--- src/rtl/wb_arb2.sv ---
`default_nettype none
// ============================================================================
// Module      : wb_arb2
// Description : Two-master Wishbone arbiter in front of one shared slave.
//               Round-robin on simultaneous requests, no pre-emption while
//               the granted master holds cyc, registered one-hot grant.
//               Optional stall watchdog enabled by macro WB_ARB2_TIMEOUT_EN:
//               aborts a stalled strobe with err after TIMEOUT cycles.
// Revision    : 1.0 - initial release
// ============================================================================
module wb_arb2 #(
    parameter int TIMEOUT = 255,
    parameter int AW      = 32,
    parameter int DW      = 32
) (
    input  logic            clk,
    input  logic            rst,
    // master 0 (dat_o = write data from master, dat_i = read data to master)
    input  logic            m0_cyc,
    input  logic            m0_stb,
    input  logic            m0_we,
    input  logic [AW-1:0]   m0_adr,
    input  logic [DW-1:0]   m0_dat_o,
    input  logic [DW/8-1:0] m0_sel,
    output logic            m0_ack,
    output logic            m0_err,
    output logic            m0_rty,
    output logic [DW-1:0]   m0_dat_i,
    // master 1
    input  logic            m1_cyc,
    input  logic            m1_stb,
    input  logic            m1_we,
    input  logic [AW-1:0]   m1_adr,
    input  logic [DW-1:0]   m1_dat_o,
    input  logic [DW/8-1:0] m1_sel,
    output logic            m1_ack,
    output logic            m1_err,
    output logic            m1_rty,
    output logic [DW-1:0]   m1_dat_i,
    // shared slave
    output logic            s_cyc,
    output logic            s_stb,
    output logic            s_we,
    output logic [AW-1:0]   s_adr,
    output logic [DW-1:0]   s_dat_o,
    output logic [DW/8-1:0] s_sel,
    input  logic            s_ack,
    input  logic            s_err,
    input  logic            s_rty,
    input  logic [DW-1:0]   s_dat_i,
    // current grant, bit0 = m0, bit1 = m1
    output logic [1:0]      gnt
);

    typedef enum logic [1:0] {
        IDLE = 2'd0,
        GNT0 = 2'd1,
        GNT1 = 2'd2
    } state_t;

    state_t state;
    state_t state_nx;
    logic   last;       // master granted most recently (1 = m1)
    logic   last_nx;
    logic   stb_raw;    // strobe of the granted master before watchdog gating
    logic   tmo_hit;    // watchdog abort this cycle

    // TIMEOUT must fit the 8-bit stall counter and be non-zero
    if (TIMEOUT < 1 || TIMEOUT > 255) begin : g_bad_timeout
        $error("wb_arb2: TIMEOUT must be in 1..255");
    end

    // State, round-robin pointer and registered grant
    always_ff @(posedge clk or posedge rst) begin
        if (rst) begin
            state <= IDLE;
            last  <= 1'b1;
            gnt   <= 2'b00;
        end else begin
            state <= state_nx;
            last  <= last_nx;
            gnt   <= {state_nx == GNT1, state_nx == GNT0};
        end
    end

    // Next-state: grant on request, hold while cyc, hand over directly
    always_comb begin
        state_nx = state;
        last_nx  = last;
        case (state)
            IDLE: begin
                if (m0_cyc && m1_cyc) begin
                    state_nx = last ? GNT0 : GNT1;
                end else if (m0_cyc) begin
                    state_nx = GNT0;
                end else if (m1_cyc) begin
                    state_nx = GNT1;
                end
            end
            GNT0: begin
                if (!m0_cyc) begin
                    last_nx  = 1'b0;
                    state_nx = m1_cyc ? GNT1 : IDLE;
                end
            end
            GNT1: begin
                if (!m1_cyc) begin
                    last_nx  = 1'b1;
                    state_nx = m0_cyc ? GNT0 : IDLE;
                end
            end
            default: begin
                state_nx = IDLE;
            end
        endcase
    end

    // Forward the granted master's request to the slave; idle drives nothing
    always_comb begin
        s_cyc   = 1'b0;
        stb_raw = 1'b0;
        s_we    = 1'b0;
        s_adr   = '0;
        s_dat_o = '0;
        s_sel   = '0;
        case (state)
            GNT0: begin
                s_cyc   = m0_cyc;
                stb_raw = m0_stb;
                s_we    = m0_we;
                s_adr   = m0_adr;
                s_dat_o = m0_dat_o;
                s_sel   = m0_sel;
            end
            GNT1: begin
                s_cyc   = m1_cyc;
                stb_raw = m1_stb;
                s_we    = m1_we;
                s_adr   = m1_adr;
                s_dat_o = m1_dat_o;
                s_sel   = m1_sel;
            end
            default: begin
                s_cyc   = 1'b0;
            end
        endcase
    end

    // A watchdog abort withdraws the strobe so the slave sees no access
    assign s_stb = stb_raw & ~tmo_hit;

    // Return slave responses to the granted master only; idle drops them
    always_comb begin
        m0_ack   = 1'b0;
        m0_err   = 1'b0;
        m0_rty   = 1'b0;
        m0_dat_i = '0;
        m1_ack   = 1'b0;
        m1_err   = 1'b0;
        m1_rty   = 1'b0;
        m1_dat_i = '0;
        case (state)
            GNT0: begin
                m0_ack   = s_ack;
                m0_err   = s_err | tmo_hit;
                m0_rty   = s_rty;
                m0_dat_i = s_dat_i;
            end
            GNT1: begin
                m1_ack   = s_ack;
                m1_err   = s_err | tmo_hit;
                m1_rty   = s_rty;
                m1_dat_i = s_dat_i;
            end
            default: begin
                m0_ack   = 1'b0;
            end
        endcase
    end

`ifdef WB_ARB2_TIMEOUT_EN
    localparam logic [7:0] TMO = 8'(TIMEOUT);

    logic [7:0] cnt;    // consecutive cycles of unanswered strobe
    logic       cnt_clr;

    assign tmo_hit = (state != IDLE) && (cnt == TMO);
    assign cnt_clr = tmo_hit || !stb_raw || s_ack || s_err || s_rty ||
                     (state_nx != state);

    // Stall counter: runs while strobe is unanswered on a stable grant
    always_ff @(posedge clk or posedge rst) begin
        if (rst) begin
            cnt <= 8'd0;
        end else if (cnt_clr) begin
            cnt <= 8'd0;
        end else begin
            cnt <= cnt + 8'd1;
        end
    end
`else
    assign tmo_hit = 1'b0;
`endif

endmodule
`default_nettype wire

--- config.mk ---
export PLATFORM = sky130hd
export DESIGN_NAME = wb_arb2
export DESIGN_NICKNAME = d
export VERILOG_FILES = /design/src/rtl/wb_arb2.sv
export SDC_FILE = /design/constraint.sdc
export NUM_CORES = 1
export LEC_CHECK = 0
export ABC_CLOCK_PERIOD_IN_PS = 4100
export BUFFER_PORTS_ARGS = -buffer_cell sky130_fd_sc_hd__buf_2
export CAP_MARGIN = 20
export CELL_PAD_IN_SITES_DETAIL_PLACEMENT = 0
export CELL_PAD_IN_SITES_GLOBAL_PLACEMENT = 2
export CORE_MARGIN = 2
export CORE_UTILIZATION = 11
export DETAILED_ROUTE_END_ITERATION = 12
export PLACE_DENSITY = 0.91
export SYNTH_ARGS = -nofsm -noshare
export SYNTH_HDL_FRONTEND = slang
export SYNTH_SLANG_ARGS = --single-unit
export TNS_END_PERCENT = 1
--- constraint.sdc ---
create_clock -name clk -period 4.1 [get_ports clk]
set_clock_uncertainty 0.05 [all_clocks]
set_input_delay 0.82 -clock clk [delete_from_list [all_inputs] [get_ports clk]]
set_output_delay 0.82 -clock clk [all_outputs]
set_load 0.05 [all_outputs]
---- After elaboration in Yosys (flattened, before gate mapping) ----
Cells that the tools add are included.
cells by class
  add/subtract/negate cells ............... 0
  $mul .................................... 0
  divide/modulo/power cells ............... 0
  $lt $le $gt $ge ......................... 0
  equality and inequality tests ........... 6
  shifts and indexed selects .............. 0
  muxes and demuxes ....................... 26
  bitwise gates (word level) .............. 0
  reduce and logical (&&, ||, !) cells .... 4
operator list
  kind                                           number
  one-hot mux 32 bit (2 select lines)            2
  two-way mux 32 bit                             2
  two-way mux 2 bit                              7
  two-way mux 1 bit                              9
  one-hot mux 1 bit (2 select lines)             4
  one-hot mux 4 bit (2 select lines)             1
  one-hot mux 2 bit (3 select lines)             1
  == test 2 x 1 -> 1 bit, second input constant  2
  == test 2 bit, second input constant           2
  inequality test 2 bit, second input constant   2
  AND reduction 3 bit                            1
  logical NOT 2 bit                              1
  nonzero test 2 bit                             1
  logical AND 1 bit                              1
storage, ports and cells
  bits in registers ....................... 5
  latch bits .............................. 0
  RAM bits ................................ 0
  bits in read-only memories .............. 0
  input bits .............................. 179
  output and inout port bits .............. 143
  memories ................................ 0

---- Longest topological paths before layout ----
Gate-level depths: netlist (run 1).
  word-level depth ........................ 5
  mapped depth ............................ 7

---- Worst setup path after synthesis (run 1) ----
OpenSTA, ideal clock, no wires.
  path kind ............................... reg-to-output
  from .................................... register state[1]
  to ...................................... output port s_adr[9]
  arrival ................................. 1.942 ns
  slack ................................... 1.288 ns
  stages on the path, launching flop included .. 8
  path buffers ............................ 3
  cells stage by stage .................... dfrtp_1 > inv_1 > ha_1 > buf_2 > buf_2 > buf_2 > a22oi_1 > nor2b_1
between the ends
  longest elaborated chain between the ends .. 2
RTL lines
  what                                                     line  RTL
  from (decl)                                              61    state_t state;
  from (signal assigned)                                   80    state <= state_nx;
  == test 2 bit or == test 2 x 1 -> 1 bit (tied branches)  126   case (state)
  one-hot mux 32 bit (2 select lines) (*)                  126
  to (decl)                                                44    output logic [AW-1:0] s_adr,
Every way passes the cells marked *; elsewhere a longest branch is shown, timed or not.

---- Worst setup path after layout (run 1) ----
  from .................................... register state[1]
  to ...................................... output port s_sel[1]
between the ends
  longest elaborated chain between the ends .. 2
RTL lines
  what                                                     line  RTL
  == test 2 bit or == test 2 x 1 -> 1 bit (tied branches)  126
  one-hot mux 4 bit (2 select lines) (*)                   126
  to (decl)                                                46    output logic [DW/8-1:0] s_sel,
Marked as above.

==> summary.txt, run 1 <==
Run status
  – Status: complete, no violations

Route
  – Routed WL per cell: 12.2 um
  – Via count: 3060
  – Remaining DRCs: 0
  – DR vias/cell: 3.85
  – Routed Wire Length: 9670 um
  – Final antenna-violating net count: 0
  – DRT Pass-1 Iters: 4
  – Initial DRC count: 140

Power
  – Reg power frac: 0.026
  – P_int: 0.00107 W
  – Clock power frac: 0.047
  – Leakage: 2.10 nW
  – NetSw: 0.00228 W
  – Maximum vdd drop: 0.469 mV
  – Sw Share: 0.681
  – Logic pwr share: 0.926
  – Pwr dens: 886 mW/mm2

Die
  – Initial Util: 0.112
  – Core ar.: 0.0165 mm2
  – Row cnt: 47
  – Die area: 0.0179 mm2
  – DIE WIDTH: 134 um
  – DIE HEIGHT: 134 um
  – Boundary Pins: 322

CTS
  – Clock root buffer: clkbuf_16
  – Worst-Skew Late Latency: 230 ps
  – CTS Buf Count: 3
  – CTS H-Tree Depth: 1
  – Post-CTS sizing: 0
  – Setup Buffers After CTS: 0
  – Clock-pin slew on the worst setup and hold paths: 30 ps
  – Hold buffers post-CTS: 0
  – TritonCTS Sinks: 5
  – CTS Buffer Depth: 2
  – CTS tree: done

Timing
  – Setup TNS: 0 ps
  – Worst-margin pin slew: 706 ps
  – Fmax: 0.313 GHz
  – Tmin final: 3190 ps
  – RSZ-0062 raised after global routing: false
  – Period utilization: 0.778
  – Setup-failing EPs final: 0
  – Pins over their slew limit: 0
  – Final WS setup: 910 ps
  – Hold Violations, Final: 0
  – Relative slew slack: 0.529

Synthesis
  – Yosys cell types: 19
  – Syn Nets: 457
  – Synth Area in Adders: 0.0270
  – Main combinational cell family by area after synthesis: simple AND/OR/NAND/NOR gates
  – Warnings, synthesis: 0
  – Yosys reg bits: 5
  – Synth Area in XOR/XNOR: 0
  – Post-synthesis area per instance: 6.76 um2
  – Mux cell area share after synthesis: 0
  – Synth Area in Simple Gates: 0.510
  – Share of the yosys chip area belonging to registers: 0.0682
  – Complex-gate fraction of the synthesized area: 0.319
  – Post-Synthesis Cells: 274
  – Synthesized cell area: 0.00185 mm2

Setup path
  – R2R cell count: 6
  – Arrival time worst endpoint: 2320 ps
  – CP Buf/Inv Count: 3
  – CP max FO: 42
  – Critical Path Sink Type: output port
  – CP max-delay cell: ha_2
  – Crit path max-delay family: adder cells
  – CP Cell Sequence: inv_1 -> ha_2 -> buf_4 -> nor2b_1 -> buf_2
  – Crit path depth: 5
  – Startpoint Class: flop
  – Max stage delay on crit path: 820 ps
  – Crit Path Category: flop to output port
  – CP required: 3230 ps

Finish
  – Ant diodes: 0
  – Syn-to-layout area delta: 104%
  – Layout cells sized above 1: 0.591
  – Commonest non-fill, non-tap cell in the layout: buf_2
  – Commonest cells after routing, fill and taps aside: buf_2, nor2b_1, a22oi_1, and2_1, nor2_1
  – Nets: 758

Global route
  – Antenna violations before repair: 1
  – Total track usage: 0.0932
  – Largest net degree at the start of global routing: 47
  – First-pass GRT wire length: 13900 um
  – Grt ovf: 0
  – Vias in the first global route: 2752

Placed design
  – Hpwl dp: 7850 um
  – Dpl ws: 1060 ps
  – GPL Wtd Cong: 0.769
  – Port Buf Inserts: 321

Job
  – Max Cap Viol: 0

Worst hold path
  – HP Class: input pin to async pin
## area by class of cell
class / instances / area, um2
repair buffers: 327 / 1680
well taps: 220 / 275
clock buffers: 4 / 78.8
inverters: 4 / 15.0
flip-flops and latches: 5 / 126
fillers: 1851 / 12700
multi-input cells: 234 / 1610
## metal layers
| metal | track usage | part of all wire |
|---|---|---|
| met5 | 0 | 0.0013 |
| met4 | 0.0124 | 0.0050 |
| met3 | 0.0121 | 0.068 |
| met2 | 0.175 | 0.51 |
| met1 | 0.115 | 0.42 |
## metrics by stage
step / area [um2] / utilization / std cells / total power [W] / hold slack, ps
CTS: 3780 / 0.229 / 794 / 0.00339 / 439
global placement: 3710 / 0.224 / 790 / 0.00322 / 455
floorplan: 1850 / - / 274 / 0.00248 / 440
global route: 3780 / 0.229 / 794 / 0.00355 / 447
detailed placement: 3710 / 0.224 / 790 / 0.00322 / 459
finish: 3780 / 0.229 / 794 / 0.00335 / 435
## cell usage after synthesis, drive strengths merged
master	instances	area [um2]
and2	70	438
nor2	5	18.8
dfrtp	4	100
o21ai	1	5.00
inv	4	15.0
nand2b	3	18.8
ha	4	50.1
buf	6	32.5
nor3b	2	25.0
a22oi	71	538
dfstp	1	26.3
a22o	1	8.76
a21oi	5	32.5
nor2b	71	444
o22ai	1	6.26
clkbuf	25	93.8
## worst paths after layout
| check | slack, ps | start | endpoint |
|---|---|---|---|
| min in group clk | 460 | last$_DFFE_PP1P_ | last$_DFFE_PP1P_ |
| max in group asynchronous | 3330 | rst | last$_DFFE_PP1P_ |
| worst max-delay path | 910 | state[1]$_DFF_PP0_ | s_sel[1] |
| worst min register to register | 460 | last$_DFFE_PP1P_ | last$_DFFE_PP1P_ |
| worst max register to register | 2350 | state[1]$_DFF_PP0_ | gnt[0]$_DFF_PP0_ |
| worst min-delay path | 430 | rst | gnt[0]$_DFF_PP0_ |
## power by group through the flow
stage          combinational, W  clock [W]  sequential [W]
2_1_floorplan           0.00238          0        0.000106
3_3_place_gp            0.00313          0       0.0000877
3_5_place_dp            0.00314          0       0.0000878
4_1_cts                 0.00314   0.000163       0.0000883
5_1_grt                 0.00329   0.000167       0.0000906
6_report                0.00311   0.000159       0.0000882
## kinds of logic after synthesis
group | after synthesis
AOI/OAI and AO/OA | 79
buffers and inverters | 35
and+or+nand+nor | 151
DFF | 5
adders and majority gates | 4
## sequential cells by signal (all words and copies together), names as in the netlist
name / flops
state: 2
gnt: 2
last: 1
Note: power is estimated with default switching activity, not from simulation.
==> run 2, diff against run 1 <==
ABC_AREA = 1   (was not set)
ABC_CLOCK_PERIOD_IN_PS = 2900   (was 4100)
CORE_UTILIZATION = 10   (was 11)
PLACE_DENSITY = 0.95   (was 0.91)
clock period = 2.9 ns   (was 4.1 ns; I/O delays follow)
==> summary.txt, run 2 <==
Setup path
  – R2R cell count: 9 (was 6)
  – CP max FO: 39 (was 42)
  – Critical Path Sink Type: output port (unchanged)
  – R2r setup slk: 1200 ps (was 2350 ps)
  – Arrival time worst endpoint: 1900 ps (was 2320 ps)
  – CP required: 2270 ps (was 3230 ps)
  – RR Startpoint: state[0]$_DFF_PP0_ (was state[1]$_DFF_PP0_)
  – Reg-to-reg endpoint: gnt[0]$_DFF_PP0_ (unchanged)
  – Startpoint Class: flop (unchanged)
  – Crit Path Category: flop to output port (unchanged)

Placed design
  – GPL Wtd Cong: 0.807 (was 0.769)
  – Port Buf Inserts: 321 (unchanged)
  – Dpl ws: 599 ps (was 1060 ps)
  – Hpwl dp: 8090 um (was 7850 um)

Synthesis
  – Synth area leaders: nand2_1, a21oi_1, inv_1 (was a22oi_1, nor2b_1, and2_1)
  – Fraction of registers with async set/reset: 1.00 (unchanged)
  – Synth top area share: 0.447 (was 0.284)
  – EDFF count, synth: 0 (unchanged)
  – Yosys reg bits: 5 (unchanged)
  – Most frequent cells after synthesis: nand2_1, inv_1, a21oi_1 (was nor2b_1, a22oi_1, and2_1)
  – Post-Synthesis Cells: 423 (was 274)
  – Syn Nets: 606 (was 457)
  – Yosys cell types: 15 (was 19)
  – Top-count cell post-synth: nand2_1 (was nor2b_1)
  – Share of the yosys chip area belonging to registers: 0.0672 (was 0.0682)
  – Most used DFF post-synth: dfrtp_1 (unchanged)
  – Area leader, netlist: nand2_1 (was a22oi_1)
  – Synthesized cell area: 0.00188 mm2 (was 0.00185 mm2)
  – Post-synthesis area per instance: 4.45 um2 (was 6.76 um2)
  – Warnings, synthesis: 0 (unchanged)

Route
  – Routed WL per cell: 10.2 um (was 12.2 um)
  – Final antenna-violating net count: 0 (unchanged)
  – DR vias/cell: 3.74 (was 3.85)
  – DRT Pass-1 Iters: 4 (unchanged)
  – Routed Wire Length: 9780 um (was 9670 um)
  – Initial DRC count: 146 (was 140)
  – Remaining DRCs: 0 (unchanged)
  – Via count: 3590 (was 3060)

Finish
  – Commonest non-fill, non-tap cell in the layout: buf_2 (unchanged)
  – Syn-to-layout area delta: 103% (was 104%)
  – Nets: 907 (was 758)
  – Layout cells sized above 1: 0.465 (was 0.591)
  – Commonest cells after routing, fill and taps aside: buf_2, nand2_1, inv_1, a21oi_1, nand3_1 (was buf_2, nor2b_1, a22oi_1, and2_1, nor2_1)
  – Largest regs: gnt (2), state (2), last (1) (unchanged)

Power
  – Maximum vdd drop: 0.473 mV (was 0.469 mV)
  – Leakage: 2.69 nW (was 2.10 nW)
  – Pwr dens: 1140 mW/mm2 (was 886 mW/mm2)

Timing
  – Hold Violations, Final: 0 (unchanged)
  – Tmin final: 2530 ps
  – Period utilization: 0.872
  – Setup TNS: 0 ps (unchanged)
  – Final WS setup: 372 ps (was 910 ps)
  – Setup-failing EPs final: 0 (unchanged)
  – Pins over their slew limit: 0 (unchanged)
  – RSZ-0062 raised after global routing: false (unchanged)
  – Fmax: 0.396 GHz
  – Relative slew slack: 0.724 (was 0.529)
  – Worst-margin pin slew: 414 ps (was 706 ps)

CTS
  – Clock root buffer: clkbuf_16 (unchanged)
  – CTS tree: done (unchanged)
  – CTS Buf Count: 3 (unchanged)
  – Hold buffers post-CTS: 0 (unchanged)
  – CTS Buffer Depth: 2 (unchanged)
  – Setup Buffers After CTS: 0 (unchanged)
  – Clock-pin slew on the worst setup and hold paths: 30 ps (about the same)
  – Worst-Skew Late Latency: 230 ps (about the same)
  – CTS H-Tree Depth: 1 (unchanged)
  – Post-CTS sizing: 0 (unchanged)
  – TritonCTS Sinks: 5 (unchanged)

Global route
  – Grt ovf: 0 (unchanged)
  – Largest net degree at the start of global routing: 60 (was 47)
  – Antenna violations before repair: 2 (was 1)
  – Vias in the first global route: 3141 (was 2752)
  – First-pass GRT wire length: 13900 um (about the same)
  – Total track usage: 0.0840 (was 0.0932)

Die
  – DIE WIDTH: 141 um (was 134 um)
  – Initial Util: 0.101 (was 0.112)
  – Die area: 0.0199 mm2 (was 0.0179 mm2)
  – Core ar.: 0.0186 mm2 (was 0.0165 mm2)
  – DIE HEIGHT: 141 um (was 134 um)
  – Row cnt: 50 (was 47)
  – Boundary Pins: 322 (unchanged)

Run status
  – Status: complete, no violations (unchanged)

Worst hold path
  – HP Class: input pin to async pin (unchanged)

Job
  – Max Cap Viol: 0 (unchanged)
-- run 2: cell types whose count changed in the layout (fill, tap and decap cells not counted), sizes merged, moves of 3 or more --
cell	previous run	this run
inv	4	78
and2	70	0
a21oi	5	71
nand2	0	225
nor2b	71	0
nor2	5	2
a22oi	71	0
nand3	0	6
nand2b	3	0
-- run 2: worst max path at each step --
stage	slack [ps]	start	end
2_1_floorplan	510	state[1]$_DFF_PP0_	s_adr[0]
3_3_place_gp	620	state[0]$_DFF_PP0_	s_adr[6]
3_5_place_dp	600	state[0]$_DFF_PP0_	s_cyc
4_1_cts	350	state[0]$_DFF_PP0_	s_cyc
5_1_grt	250	state[0]$_DFF_PP0_	s_cyc
6_report	370	state[0]$_DFF_PP0_	s_adr[6]
-- run 2: routing by layer --
metal | vias to the layer above | GRT usage | share of wire
li1 | 1840 | - | -
met3 | 10 | 0.0129 | 0.092
met4 | 0 | 0.0195 | 0.015
met2 | 207 | 0.182 | 0.53
met5 | - | 0 | 0
met1 | 1533 | 0.0799 | 0.36
-- run 2: worst max-delay path: stages (launching register included) --
cell     delay [ps]
dfrtp_1         430
inv_1           130
ha_1            310
inv_2            40
buf_4           230
a21oi_1         210
buf_2           290
-- run 2: cell type report --
type,instances,area (um2)
clock inverters,1,5.00
diodes,2,5.00
fillers,2167,14800
inverters,78,293
clock buffers,3,75.1
flip-flops and latches,5,126
multi-input cells,309,1320
well taps,234,293
repair buffers,327,1700
-- run 2: kinds of logic after synthesis --
family / Yosys count / share of synthesized area
simple gates: 234 / 0.474
compound gates: 71 / 0.189
flops: 5 / 0.0672
buf+inv: 109 / 0.243
fa+ha+maj: 4 / 0.0266
-- run 2: through the flow --
step	instances	hold slack [ps]	power, W	cell area, um2	utilization
final	959	188	0.00436	3820	0.206
after global placement	953	404	0.00420	3740	0.201
after global routing	959	210	0.00465	3820	0.206
after floorplan	423	308	0.00320	1880	-
after detailed placement	953	415	0.00417	3740	0.201
after CTS	957	191	0.00441	3820	0.205
-- run 2: where the power goes --
part / switching (W) / internal [W] / total, W
Sequential: 0.0000247 / 0.000103 / 0.000128
Combinational: 0.00316 / 0.000853 / 0.00401
Clock: 0.0000464 / 0.000180 / 0.000226
Total: 0.00323 / 0.00114 / 0.00436
